## config.mk

```make
export PLATFORM = sky130hd
export DESIGN_NAME = alu_exec_unit
export DESIGN_NICKNAME = d
export VERILOG_FILES = /design/src/rtl/alu_pkg.sv /design/src/rtl/alu_exec_unit_mdu_iter.sv /design/src/rtl/alu_exec_unit.sv
export SDC_FILE = /design/constraint.sdc
export NUM_CORES = 1
export LEC_CHECK = 0
export BUFFER_PORTS_ARGS = -buffer_cell sky130_fd_sc_hd__buf_2
export CORE_MARGIN = 5
export CORE_UTILIZATION = 36
export CTS_CLUSTER_DIAMETER = 200
export DETAILED_ROUTE_END_ITERATION = 16
export GPL_ROUTABILITY_DRIVEN = 0
export PLACE_DENSITY = 0.59
export RECOVER_POWER = 25
export SLEW_MARGIN = 10
export SYNTH_ARGS = -nofsm -noshare
export SYNTH_HDL_FRONTEND = slang
export SYNTH_SLANG_ARGS = --single-unit
export TNS_END_PERCENT = 50
```

## constraint.sdc

```tcl
create_clock -name clk -period 5.7 [get_ports clk]
set_input_delay 0.57 -clock clk [delete_from_list [all_inputs] [get_ports clk]]
set_output_delay 0.57 -clock clk [all_outputs]
set_load 0.02 [all_outputs]
```

## src/rtl/alu_pkg.sv

```systemverilog
// ----------------------------------------------------------------------------
// alu_pkg
// Shared encodings for the EX-stage ALU and its multiply/divide unit:
//   - alu_type codes produced by the main decoder
//   - R-type func codes recognised in EX
//   - alu_op codes reported on the alu_op output
//   - mdu_state_t, the state of the iterative multiply/divide FSM
// ----------------------------------------------------------------------------
package alu_pkg;

   // alu_type field from the main decoder
   localparam logic [1:0] ALU_TYPE_ADD   = 2'b00;  // lw / sw / addi
   localparam logic [1:0] ALU_TYPE_SUB   = 2'b01;  // beq / bne
   localparam logic [1:0] ALU_TYPE_RTYPE = 2'b10;  // decode by func
   localparam logic [1:0] ALU_TYPE_AND   = 2'b11;  // andi

   // R-type func field
   localparam logic [5:0] FUNC_ADD   = 6'b100000;
   localparam logic [5:0] FUNC_SUB   = 6'b100010;
   localparam logic [5:0] FUNC_SLT   = 6'b101010;
   localparam logic [5:0] FUNC_SLTU  = 6'b101011;
   localparam logic [5:0] FUNC_AND   = 6'b100100;
   localparam logic [5:0] FUNC_OR    = 6'b100101;
   localparam logic [5:0] FUNC_XOR   = 6'b100110;
   localparam logic [5:0] FUNC_NOR   = 6'b100111;
   localparam logic [5:0] FUNC_MULTU = 6'b011001;
   localparam logic [5:0] FUNC_DIVU  = 6'b011011;
   localparam logic [5:0] FUNC_MFHI  = 6'b010000;
   localparam logic [5:0] FUNC_MFLO  = 6'b010010;

   // Decoded ALU operation
   localparam logic [2:0] OP_AND  = 3'b000;
   localparam logic [2:0] OP_OR   = 3'b001;
   localparam logic [2:0] OP_ADD  = 3'b010;
   localparam logic [2:0] OP_XOR  = 3'b011;
   localparam logic [2:0] OP_NOR  = 3'b100;
   localparam logic [2:0] OP_SLTU = 3'b101;
   localparam logic [2:0] OP_SUB  = 3'b110;
   localparam logic [2:0] OP_SLT  = 3'b111;

   typedef enum logic [1:0] {IDLE, MUL, DIV, DONE} mdu_state_t;

endpackage

```

## src/rtl/alu_exec_unit_mdu_iter.sv

```systemverilog
// ----------------------------------------------------------------------------
// mdu_iter
// Iterative unsigned multiply / divide unit with HI/LO result registers.
// One shift-add (multu) or restoring shift-subtract (divu) step per cycle,
// WIDTH steps per operation, then a single DONE cycle before IDLE.
//
// Ports:
//   clk, rst   clock, asynchronous active-low reset
//   start      begin an operation (only honoured in IDLE)
//   is_div     1 = divu, 0 = multu (sampled with start)
//   flush      abort a running operation, hi/lo untouched
//   a, b       operands (sampled with start)
//   busy       operation in progress (MUL or DIV)
//   done       final cycle after an operation (DONE)
//   hi, lo     result registers
// ----------------------------------------------------------------------------
module mdu_iter
   import alu_pkg::*;
#(
   parameter  int unsigned WIDTH = 32,
   localparam int unsigned CNT_W = $clog2(WIDTH) + 1
) (
   input  logic             clk,
   input  logic             rst,
   input  logic             start,
   input  logic             is_div,
   input  logic             flush,
   input  logic [WIDTH-1:0] a,
   input  logic [WIDTH-1:0] b,
   output logic             busy,
   output logic             done,
   output logic [WIDTH-1:0] hi,
   output logic [WIDTH-1:0] lo
);

   localparam logic [CNT_W-1:0] LAST_ITER = CNT_W'(WIDTH - 1);

   mdu_state_t       state_q, state_d;
   logic [CNT_W-1:0] cnt_q, cnt_d;
   // acc: partial product high half (mul) / partial remainder (div)
   // wrk: multiplier shifting out (mul) / dividend->quotient (div)
   // opnd: multiplicand (mul) / divisor (div)
   logic [WIDTH-1:0] acc_q, acc_d;
   logic [WIDTH-1:0] wrk_q, wrk_d;
   logic [WIDTH-1:0] opnd_q, opnd_d;
   logic [WIDTH-1:0] hi_q, hi_d;
   logic [WIDTH-1:0] lo_q, lo_d;

   logic [WIDTH:0]   mul_sum;
   logic [WIDTH:0]   div_shift;
   logic             div_ge;
   logic [WIDTH-1:0] div_sub;
   logic [WIDTH-1:0] iter_acc;
   logic [WIDTH-1:0] iter_wrk;

   // One iteration of either algorithm. After WIDTH steps acc/wrk hold
   // {hi,lo} of the product, or {remainder,quotient} of the division.
   always_comb begin
      mul_sum   = {1'b0, acc_q} + (wrk_q[0] ? {1'b0, opnd_q} : '0);
      div_shift = {acc_q, wrk_q[WIDTH-1]};
      div_ge    = div_shift >= {1'b0, opnd_q};
      // Difference fits in WIDTH bits whenever div_ge holds
      div_sub   = div_shift[WIDTH-1:0] - opnd_q;
      if (state_q == DIV) begin
         iter_acc = div_ge ? div_sub : div_shift[WIDTH-1:0];
         iter_wrk = {wrk_q[WIDTH-2:0], div_ge};
      end else begin
         iter_acc = mul_sum[WIDTH:1];
         iter_wrk = {mul_sum[0], wrk_q[WIDTH-1:1]};
      end
   end

   always_comb begin
      state_d = state_q;
      cnt_d   = cnt_q;
      acc_d   = acc_q;
      wrk_d   = wrk_q;
      opnd_d  = opnd_q;
      hi_d    = hi_q;
      lo_d    = lo_q;
      unique case (state_q)
         IDLE: begin
            if (start) begin
               acc_d   = '0;
               cnt_d   = '0;
               opnd_d  = is_div ? b : a;
               wrk_d   = is_div ? a : b;
               state_d = is_div ? DIV : MUL;
            end
         end
         MUL, DIV: begin
            if (flush) begin
               state_d = IDLE;
            end else begin
               acc_d = iter_acc;
               wrk_d = iter_wrk;
               cnt_d = cnt_q + 1'b1;
               if (cnt_q == LAST_ITER) begin
                  hi_d    = iter_acc;
                  lo_d    = iter_wrk;
                  state_d = DONE;
               end
            end
         end
         DONE: state_d = IDLE;
         default: state_d = IDLE;
      endcase
   end

   always_ff @(posedge clk or negedge rst) begin
      if (!rst) begin
         state_q <= IDLE;
         cnt_q   <= '0;
         acc_q   <= '0;
         wrk_q   <= '0;
         opnd_q  <= '0;
         hi_q    <= '0;
         lo_q    <= '0;
      end else begin
         state_q <= state_d;
         cnt_q   <= cnt_d;
         acc_q   <= acc_d;
         wrk_q   <= wrk_d;
         opnd_q  <= opnd_d;
         hi_q    <= hi_d;
         lo_q    <= lo_d;
      end
   end

   assign busy = (state_q == MUL) || (state_q == DIV);
   assign done = (state_q == DONE);
   assign hi   = hi_q;
   assign lo   = lo_q;

endmodule

```

## src/rtl/alu_exec_unit.sv

```systemverilog
// ----------------------------------------------------------------------------
// alu_exec_unit
// EX-stage ALU: decodes alu_type/func, computes combinational results and
// drives the iterative multiply/divide unit, stalling the pipeline while it
// runs.
//
// Ports:
//   clk, rst           clock, asynchronous active-low reset
//   valid              EX holds a valid instruction
//   flush              squash EX instruction, abort MDU operation
//   alu_type, func     operation select
//   a, b               operands
//   result, zero       ALU / mfhi / mflo result and its zero flag
//   alu_op             decoded operation code
//   illegal            unsupported R-type func
//   stall              hold the pipeline (MDU start or busy)
//   hi, lo             MDU result registers
// ----------------------------------------------------------------------------
module alu_exec_unit
   import alu_pkg::*;
#(
   parameter int unsigned WIDTH = 32
) (
   input  logic             clk,
   input  logic             rst,
   input  logic             valid,
   input  logic             flush,
   input  logic [1:0]       alu_type,
   input  logic [5:0]       func,
   input  logic [WIDTH-1:0] a,
   input  logic [WIDTH-1:0] b,
   output logic [WIDTH-1:0] result,
   output logic             zero,
   output logic [2:0]       alu_op,
   output logic             illegal,
   output logic             stall,
   output logic [WIDTH-1:0] hi,
   output logic [WIDTH-1:0] lo
);

   logic             is_mdu;
   logic             is_div;
   logic             sel_hi;
   logic             sel_lo;
   logic             sel_zero;
   logic [WIDTH-1:0] alu_res;
   logic             start;
   logic             busy;
   logic             done;

   // Decode
   always_comb begin
      alu_op   = OP_ADD;
      illegal  = 1'b0;
      is_mdu   = 1'b0;
      is_div   = 1'b0;
      sel_hi   = 1'b0;
      sel_lo   = 1'b0;
      sel_zero = 1'b0;
      unique case (alu_type)
         ALU_TYPE_ADD: alu_op = OP_ADD;
         ALU_TYPE_SUB: alu_op = OP_SUB;
         ALU_TYPE_AND: alu_op = OP_AND;
         ALU_TYPE_RTYPE: begin
            case (func)
               FUNC_ADD:   alu_op = OP_ADD;
               FUNC_SUB:   alu_op = OP_SUB;
               FUNC_SLT:   alu_op = OP_SLT;
               FUNC_SLTU:  alu_op = OP_SLTU;
               FUNC_AND:   alu_op = OP_AND;
               FUNC_OR:    alu_op = OP_OR;
               FUNC_XOR:   alu_op = OP_XOR;
               FUNC_NOR:   alu_op = OP_NOR;
               FUNC_MFHI:  sel_hi = 1'b1;
               FUNC_MFLO:  sel_lo = 1'b1;
               FUNC_MULTU: begin
                  is_mdu   = 1'b1;
                  sel_zero = 1'b1;
               end
               FUNC_DIVU: begin
                  is_mdu   = 1'b1;
                  is_div   = 1'b1;
                  sel_zero = 1'b1;
               end
               default: begin
                  illegal  = 1'b1;
                  sel_zero = 1'b1;
               end
            endcase
         end
         default: alu_op = OP_ADD;
      endcase
   end

   // Combinational ALU
   always_comb begin
      alu_res = '0;
      case (alu_op)
         OP_AND:  alu_res = a & b;
         OP_OR:   alu_res = a | b;
         OP_XOR:  alu_res = a ^ b;
         OP_NOR:  alu_res = ~(a | b);
         OP_SUB:  alu_res = a - b;
         OP_SLT:  alu_res[0] = $signed(a) < $signed(b);
         OP_SLTU: alu_res[0] = a < b;
         default: alu_res = a + b;
      endcase
   end

   always_comb begin
      if (sel_hi) begin
         result = hi;
      end else if (sel_lo) begin
         result = lo;
      end else if (sel_zero) begin
         result = '0;
      end else begin
         result = alu_res;
      end
   end

   assign zero = (result == '0);

   // DONE must not re-launch: the finished multu/divu is still sitting in EX.
   // Reset is folded in so stall is low for the whole reset interval.
   assign start = rst & valid & ~flush & is_mdu & ~busy & ~done;
   assign stall = start | busy;

   mdu_iter #(
      .WIDTH (WIDTH)
   ) u_mdu_iter (
      .clk    (clk),
      .rst    (rst),
      .start  (start),
      .is_div (is_div),
      .flush  (flush),
      .a      (a),
      .b      (b),
      .busy   (busy),
      .done   (done),
      .hi     (hi),
      .lo     (lo)
   );

endmodule

```

==> impl_metrics.yaml, run 1 <==
logic_synthesis:
  synthFlopType: "dfrtp_1"
  yosys.area.top_type: "dfrtp_1"
  synth_seq_cells: 168
  synth_cells: 2414
  mappedNetlistNets: 2659
  synth_top_cell_area_share_pct: 23.3
  synth_most_common_cell: "a21oi_1"
  ys_types: 90
  synthTopCellsByArea: "dfrtp_1, ha_1, a21oi_1"
  yosysSeqAreaShare_pct: 23.3
  syn-cell-area_um2: 18000
  ys_warn_count: 0
  synth_edf_count: 0
  avgSynthCellArea_um2: 7.48
  synthArstFlopShare_pct: 100
  synthTopCellsByCount: "a21oi_1, nand2_1, nor2_1"
die:
  die_h_um: 234
  die_w_um: 234
  start_util_pct: 36.2
  ios: 178
  die_area_um2: 54700
  rows: 82
  coreArea_um2: 49900
worst_setup_path:
  crit_fanout: 11
  end_kind: "primary output"
  cp-start-kind: "input port"
  cp.arrival_ns: 4.87
  critPathRequiredTime_ns: 5.13
  reg2reg_depth: 15
  timing_worst_setup_path_type: "input port to primary output"
min_path:
  min_path_cells: 3
  min_path_type: "input port to flop"
pwr:
  p_total_mw: 7.22
  p_per_area_nw_per_um2: 356
  peakVddDrop_mv: 0.252
  p_leak_nw: 9.54
global_route:
  grt_pass1_wl_mm: 108
  grt_max_degree: 131
  antenna_found_initial: 7
  grt_pass1_vias: 17800
  grt-ovfl-total: 0
  grt_usage_pct: 25.3
placed_design:
  port_buffers: 177
  placed_area_um2: 19700
  dp_hpwl_mm: 55.5
sta:
  fmax_mhz: 184
  skew_ns: 0.00666
  fin_crit_ns: 5.44
  slew_headroom_pct: -70.1
  finalMaxSlewViolations: 119
  tns_ns: 0
  hold_viol_final: 0
  worst_slew_pin_slew_ns: 2.55
  setup_violations: 0
  min_period_over_period_pct: 95.5
  rsz0062_at_grt: "false"
clock_network:
  post_cts_resized: 0
  insertion_delay_ns: 0.45
  cts_sinks: 168
  clockRootBuffer: "clkbuf_16"
  cts_buffers: 17
  htree_levels: 4
  cts_tree: "done"
  hold_buffers: 0
  cts.clk_slew.worst_paths_ns: 0.07
  cts_max_path_buffers: 2
  postCtsSetupBuffers: 0
routing:
  drc: 0
  wl_mm: 71.4
  route.met2.wl_mm: 32.0
  first_iter_violations: 2049
  ant_nets: 0
  wirelength_met1_mm: 30.2
  highest_layer: "met5"
  met3_length_mm: 6.02
  firstDrtPassIters: 7
  route.vias.total: 19100
  routed_via_density: 5.95
  wl_per_cell_um: 22.3
final_layout:
  drive_above_1_share_pct: 13.0
  register_area_um2: 4200
  final_util_pct: 40.7
  final_area_um2: 20300
  n_fill_cell: 5229
  layout.nets: 2763
  area_growth_pct: 12.3
  multi_input_area_um2: 12800
job:
  drv_cap: 2
status:
  outcome: "complete, but fails checks"
  failed_checks: "max-capacitance violations, max-slew violations"
==> critical path, cell delays in order <==
cell and delay, ns:
buf_2 0.12, inv_1 0.08, ha_1 0.52, nor3_1 0.10
a211oi_1 0.49, a211oi_1 0.23, o21ai_1 0.44, o211ai_1 0.30
a221oi_1 0.52, nor3_1 0.13, nand3_1 0.14, mux2_2 0.34
a22oi_1 0.15, o22ai_1 0.19, nor4_2 0.31, buf_2 0.23
==> flip-flops by register name (all words and copies together) (netlist names) <==
signal              count
u_mdu_iter.acc_q       32
u_mdu_iter.hi          32
u_mdu_iter.lo          32
u_mdu_iter.opnd_q      32
u_mdu_iter.wrk_q       32
u_mdu_iter.cnt_q        6
u_mdu_iter.state_q      2
==> cell type report <==
type / instances / area share, %
multi-input combinational: 1951 / 63.0
sequential: 168 / 20.7
timing repair buffer: 219 / 6.02
tap: 672 / 4.15
inverter: 161 / 2.98
clock buffer: 18 / 2.12
clock inverter: 14 / 0.950
antenna: 3 / 0.0370
==> final timing paths <==
kind	slack [ns]	startpoint	end
worst min-delay path	0.49	a[29]	u_mdu_iter.opnd_q[29]$_DFFE_PN0P_
max in group asynchronous	1.92	rst	u_mdu_iter.acc_q[8]$_DFFE_PN0P_
worst max-delay path	0.26	b[4]	zero
worst max register to register	1.04	u_mdu_iter.opnd_q[1]$_DFFE_PN0P_	u_mdu_iter.hi[4]$_DFFE_PN0P_
min in group asynchronous	0.91	rst	u_mdu_iter.hi[23]$_DFFE_PN0P_
worst min register to register	0.50	u_mdu_iter.lo[14]$_DFFE_PN0P_	u_mdu_iter.lo[14]$_DFFE_PN0P_
==> power by group <==
group          internal, mW  leakage, nW  switching, mW
clock network         0.702        0.298          0.536
logic                  1.62         6.98           2.69
registers              1.41         2.26          0.258
==> routing by layer <==
metal  GRT usage, %  up-vias
li1               -     8862
met1           34.2     9045
met2           40.5      949
met3           4.40      215
met4           9.63        8
met5              0        -
==> cells by family after synthesis <==
logic type                 Yosys count  share of synthesized area (%)
xor gates and xnor gates            94                           4.56
and+or+nand+nor                    766                           19.5
AOI/OAI and AO/OA                  830                           29.2
buffers and inverters              295                           6.27
muxes                               92                           5.34
DFF                                168                           23.3
adders and majority gates          169                           11.9
==> through the flow <==
stage | std cells | hold WS (ns) | worst slack (ns)
floorplan | 2414 | 0.274 | 1.12
global placement | 3171 | 0.486 | 0.468
detailed placement | 3171 | 0.489 | 0.422
CTS | 3203 | 0.0353 | 0.402
global route | 3203 | 0.509 | 0.0237
finish | 3206 | 0.491 | 0.256
==> cell usage in the layout, fill, tap and decap left out, drive strengths merged, types with 34 or more instances in the layout <==
| cell | n |
|---|---|
| a21oi | 243 |
| nand2 | 241 |
| nor2 | 239 |
| o21ai | 225 |
| buf | 216 |
| dfrtp | 168 |
| ha | 165 |
| inv | 164 |
| a211oi | 81 |
| xnor2 | 64 |
| a21o | 59 |
| mux2i | 58 |
| nor3 | 54 |
| nand3 | 52 |
| and2 | 37 |
| mux2 | 34 |
(Power assumes the default switching activity.)
==> run 2, diff against run 1 <==
--- a/config.mk
+++ b/config.mk
@@ -6,11 +6,13 @@
 export NUM_CORES = 1
 export LEC_CHECK = 0
 export BUFFER_PORTS_ARGS = -buffer_cell sky130_fd_sc_hd__buf_2
+export CORE_ASPECT_RATIO = 0.6
 export CORE_MARGIN = 5
 export CORE_UTILIZATION = 36
 export CTS_CLUSTER_DIAMETER = 200
 export DETAILED_ROUTE_END_ITERATION = 16
 export GPL_ROUTABILITY_DRIVEN = 0
+export HOLD_SLACK_MARGIN = 0.05
 export PLACE_DENSITY = 0.59
 export RECOVER_POWER = 25
 export SLEW_MARGIN = 10
==> impl_metrics.yaml, run 2 (synthesis results as in run 1) <==
status:
  outcome: "complete, but fails checks"
  failed_checks: "max-capacitance violations, max-slew violations"
clock_network:
  htree_levels: 4
  insertion_delay_ns: 0.46
  hold_buffers: 0
  cts_max_path_buffers: 2
  cts.clk_slew.worst_paths_ns: 0.07
  clockRootBuffer: "clkbuf_16"
  cts_tree: "done"
  cts_buffers: 17
  cts_sinks: 168
global_route:
  antenna_found_initial: 5
  grt-ovfl-total: 0
  grt_max_degree: 131
  met3_usage_pct: 7.54
  top_usage_layer: "met1"
  grtUsageMet1_pct: 38.7
  grtUsageMet2_pct: 35.6
  grt_usage_pct: 25.9
  grt_pass1_wl_mm: 110
  grt_pass1_vias: 17600
die:
  start_util_pct: 36.5
  die_h_um: 183
  ios: 178
  die_area_um2: 54900
  coreArea_um2: 49500
  rows: 63
  die_w_um: 299
sta:
  fmax_mhz: 178
  min_period_over_period_pct: 98.3
  holdWs_ns: 0.0504
  fin_crit_ns: 5.60
  rsz0062_at_grt: "false"
  slew_headroom_pct: -126
  hold_viol_final: 0
  worst_slew_pin_slew_ns: 3.40
  tns_ns: 0
  skew_ns: 0.0127
  fin_ws_ns: 0.0951
  setup_violations: 0
  finalMaxSlewViolations: 121
final_layout:
  final_area_um2: 20200
  n_fill_cell: 5072
  layout_commonest_cell: "a21oi_1"
  layout.nets: 2768
  area_growth_pct: 12.1
  drive_above_1_share_pct: 13.1
  mostFrequentLayoutCells: "a21oi_1, nand2_1, nor2_1"
pwr:
  p_total_mw: 7.26
  p_per_area_nw_per_um2: 359
  p_leak_nw: 9.54
  peakVddDrop_mv: 0.540
worst_setup_path:
  path_cells: "buf_2 -> inv_1 -> ha_1 -> buf_4 -> nor4_1 -> buf_4 -> o211ai_1 -> o21ai_0 -> o21a_1 -> xnor2_1 -> a211oi_1 -> nor2_1 -> nor2_1 -> nand4_1 -> nor4_2 -> buf_2"
  slowest_stage: "nor4_1"
  path_buf_inv: 5
  crit_fanout: 9
  timing_worst_setup_path_type: "input port to primary output"
  cp.arrival_ns: 5.03
  worst_path_largest_cell_delay_ns: 0.90
  end_kind: "primary output"
  cp-start-kind: "input port"
  critPathRequiredTime_ns: 5.13
  critical_path.top_delay_family: "simple AND/OR/NAND/NOR gates"
routing:
  drc: 0
  first_iter_violations: 2692
  routed_via_density: 6.11
  wl_mm: 74.3
  ant_nets: 0
  firstDrtPassIters: 7
  wl_per_cell_um: 23.3
  route.vias.total: 19500
placed_design:
  port_buffers: 177
  dp_hpwl_mm: 58.1
  placed_area_um2: 19700
  post-place-ws_ns: 0.245
min_path:
  min_path_type: "input port to async pin"
job:
  drv_cap: 2
## run 2: changes by cell type in the layout (fill, tap and decap cells not counted), moves of 2 or more
cell       previous run  this run
buf_4                38        43
bufinv_16             3         0
clkbuf_2              2         0
clkinv_2              1         3
diode_2               3         5
## run 2: final timing paths
| path | start | to | slack [ns] | depth (start not counted) |
|---|---|---|---|---|
| worst min register to register | u_mdu_iter.hi[2]$_DFFE_PN0P_ | u_mdu_iter.hi[2]$_DFFE_PN0P_ | 0.50 | 2 |
| min in group clk | a[2] | u_mdu_iter.opnd_q[2]$_DFFE_PN0P_ | 0.48 | 3 |
| worst max register to register | u_mdu_iter.wrk_q[0]$_DFFE_PN0P_ | u_mdu_iter.acc_q[30]$_DFFE_PN0P_ | 0.94 | 14 |
| max in group asynchronous | rst | u_mdu_iter.lo[26]$_DFFE_PN0P_ | 2.01 | 2 |
| worst min-delay path | rst | u_mdu_iter.lo[6]$_DFFE_PN0P_ | 0.05 | 1 |
| worst max-delay path | a[14] | zero | 0.1 | 16 |
## run 2: layout make-up
class / count / area [um2] / share of cell area (%)
timing repair buffer: 224 / 1260 / 6.24
clock inverter: 14 / 116 / 0.575
inverter: 161 / 604 / 2.99
tap: 650 / 813 / 4.02
clock buffer: 18 / 429 / 2.12
antenna: 5 / 12.5 / 0.0618
multi-input combinational: 1951 / 12800 / 63.2
sequential: 168 / 4200 / 20.8
## run 2: through the flow
| step | util [%] | cells |
|---|---|---|
| 6_report | 40.9 | 3191 |
| 5_1_grt | 40.9 | 3190 |
| 4_1_cts | 40.8 | 3186 |
| 3_5_place_dp | 39.7 | 3154 |
| 3_3_place_gp | 39.7 | 3154 |
| 2_1_floorplan | - | 2414 |
## run 2: power by group
| part | switching, mW | leakage (nW) | internal (mW) |
|---|---|---|---|
| logic | 2.80 | 7.01 | 1.63 |
| clock network | 0.566 | 0.267 | 0.570 |
| registers | 0.281 | 2.26 | 1.41 |
## run 2: worst reg2reg max path, cell delays in order, from the launching register on
cell	delay [ns]
dfrtp_1	0.58
and2_1	0.28
ha_1	0.34
a2111oi_0	0.38
o21ai_0	0.36
a21oi_1	0.43
a211oi_1	0.21
o31a_1	0.32
o21a_1	0.17
o21ai_0	0.19
nor3b_1	0.46
o21ai_0	0.20
xor2_1	0.17
o21ai_0	0.37
o21ai_0	0.15
## run 2: layer usage
| layer | wire [um] | vias to the layer above | part of all wire [%] |
|---|---|---|---|
| li1 | - | 8872 | - |
| met1 | 33700 | 9326 | 45 |
| met2 | 29100 | 1151 | 39 |
| met3 | 9120 | 157 | 12 |
| met4 | 2440 | 2 | 3.3 |
| met5 | 13 | - | 0.017 |
## run 2: repair_timing
action | CTS | global route
resized for setup | 0 | 1
setup endpoints to repair | 0 | 1
setup buffers | 0 | 0
==> run 3, diff against run 2 <==
==> constraint.sdc (replaced) <==
create_clock -name clk -period 6 [get_ports clk]
set_input_delay 0.6 -clock clk [delete_from_list [all_inputs] [get_ports clk]]
set_output_delay 0.6 -clock clk [all_outputs]
set_load 0.02 [all_outputs]
==> impl_metrics.yaml, run 3 (synthesis results as in run 1) <==
global_route:
  grt_pass1_wl_mm: 111
  grt-ovfl-total: 0
  grt_max_degree: 131
  grt_pass1_vias: 17600
  grt_usage_pct: 26.1
  antenna_found_initial: 6
die:
  die_h_um: 183
  die_w_um: 299
  start_util_pct: 36.5
  rows: 63
  ios: 178
  coreArea_um2: 49500
  die_area_um2: 54900
routing:
  ant_nets: 0
  wl_per_cell_um: 23.5
  route.vias.total: 19600
  routed_via_density: 6.16
  firstDrtPassIters: 6
  drc: 0
  first_iter_violations: 2551
  wl_mm: 74.8
worst_setup_path:
  slowest_stage: "o31ai_2"
  path_buf_inv: 4
  rr_endpoint: "u_mdu_iter.hi[8]$_DFFE_PN0P_"
  critical_path.top_delay_family: "compound AO/OA/AOI/OAI gates"
  worst_path_largest_cell_delay_ns: 0.63
  timing_worst_setup_path_type: "input port to primary output"
  regToRegSetupSlack_ns: 1.01
  path_cells: "buf_2 -> inv_1 -> ha_1 -> inv_1 -> fa_1 -> nor2b_1 -> o21ai_1 -> a31oi_4 -> o31ai_2 -> mux2i_1 -> a2111oi_0 -> a211oi_1 -> nor4_1 -> nand3b_1 -> nor4_1 -> nand4_1 -> nor4_2 -> buf_2"
  cp.arrival_ns: 5.36
  reg2reg_depth: 14
  crit-reg2reg-launch: "u_mdu_iter.opnd_q[16]$_DFFE_PN0P_"
  critPathRequiredTime_ns: 5.40
  cp-start-kind: "input port"
  crit_fanout: 5
  end_kind: "primary output"
job:
  drv_cap: 2
clock_network:
  hold_buffers: 0
  cts_buffers: 17
  cts.clk_slew.worst_paths_ns: 0.07
  insertion_delay_ns: 0.45
  cts_max_path_buffers: 2
  cts_tree: "done"
  cts_sinks: 168
  clockRootBuffer: "clkbuf_16"
  htree_levels: 4
  postCtsSetupBuffers: 0
  post_cts_resized: 0
placed_design:
  dpl.cell_count: 3147
  dp_hpwl_mm: 58.5
  port_buffers: 177
sta:
  hold_viol_final: 0
  tns_ns: 0
  setup_violations: 0
  skew_ns: 0.0121
  finalMaxSlewViolations: 123
  rsz0062_at_grt: "false"
  fmax_mhz: 168
  worst_slew_pin_slew_ns: 3.15
  min_period_over_period_pct: 99.3
  slew_headroom_pct: -110
  fin_crit_ns: 5.96
min_path:
  min_to: "u_mdu_iter.opnd_q[6]$_DFFE_PN0P_"
  min_path_cells: 2
  min_path_type: "flop to flop"
  holdCritStartpoint: "u_mdu_iter.opnd_q[6]$_DFFE_PN0P_"
final_layout:
  mostFrequentLayoutCells: "a21oi_1, nand2_1, nor2_1"
  area_growth_pct: 11.8
  drive_above_1_share_pct: 12.9
  layout.nets: 2761
  layout_commonest_cell: "a21oi_1"
  finalNonFillerCells: 3183
pwr:
  p_per_area_nw_per_um2: 342
  p_leak_nw: 9.50
  peakVddDrop_mv: 0.276
status:
  outcome: "complete, but fails checks"
  failed_checks: "max-capacitance violations, max-slew violations"
-- run 3: cell types whose count changed in the layout (fill, tap and decap cells not counted), sizes merged --
cell / previous run / this run
clkbuf: 20 / 23
clkinvlp: 2 / 3
clkinv: 7 / 6
buf: 222 / 214
inv: 166 / 163
-- run 3: worst max path at each step --
stage / from / endpoint / slack (ns) / cells past startpoint
2_1_floorplan: a[0] / zero / 1.36 / 16
3_3_place_gp: a[0] / zero / 0.66 / 18
3_5_place_dp: a[0] / zero / 0.32 / 18
4_1_cts: a[0] / zero / 0.30 / 18
5_1_grt: a[0] / zero / 0.05 / 18
6_report: a[0] / zero / 0.04 / 18
-- run 3: worst reg2reg max path, delay by kind of cell (launching register included) --
kind,cells,cell delay (ns)
buf+inv,2,0.32
fa+ha+maj,1,0.37
simple gates,3,1.13
mux,1,0.23
compound gates,7,2.49
flops,1,0.40
-- run 3: through the flow --
| step | hold WS (ns) | instance area [um2] | setup WS (ns) | total power [mW] | util [%] |
|---|---|---|---|---|---|
| after floorplan | 0.304 | 18000 | 1.36 | 4.46 | - |
| after global placement | 0.488 | 19600 | 0.659 | 5.63 | 39.6 |
| after detailed placement | 0.492 | 19600 | 0.322 | 5.71 | 39.6 |
| after CTS | 0.114 | 20200 | 0.302 | 6.82 | 40.8 |
| after global routing | 0.512 | 20200 | 0.0459 | 7.35 | 40.7 |
| final | 0.507 | 20200 | 0.0413 | 6.90 | 40.8 |
-- run 3: per-layer routing --
| metal | vias to the layer above | track usage, % | part of all wire [%] |
|---|---|---|---|
| met4 | 6 | 8.36 | 3.5 |
| met1 | 9323 | 38.3 | 45 |
| met3 | 181 | 8.60 | 13 |
| li1 | 8856 | - | - |
| met2 | 1257 | 35.7 | 39 |
| met5 | - | 0.595 | 0.091 |
-- run 3: where the power goes --
group	switching [mW]	internal [mW]	total, mW
clock	0.521	0.566	1.09
sequential	0.258	1.34	1.60
combinational	2.68	1.54	4.22
-- run 3: final cells by class --
type,count,area [um2]
Fill cell,5122,29300
Tap cell,650,813
Inverter,161,604
Timing Repair Buffer,217,1200
Antenna cell,5,12.5
Clock buffer,20,467
Sequential cell,168,4200
Multi-Input combinational cell,1951,12800
Clock inverter,11,88.8
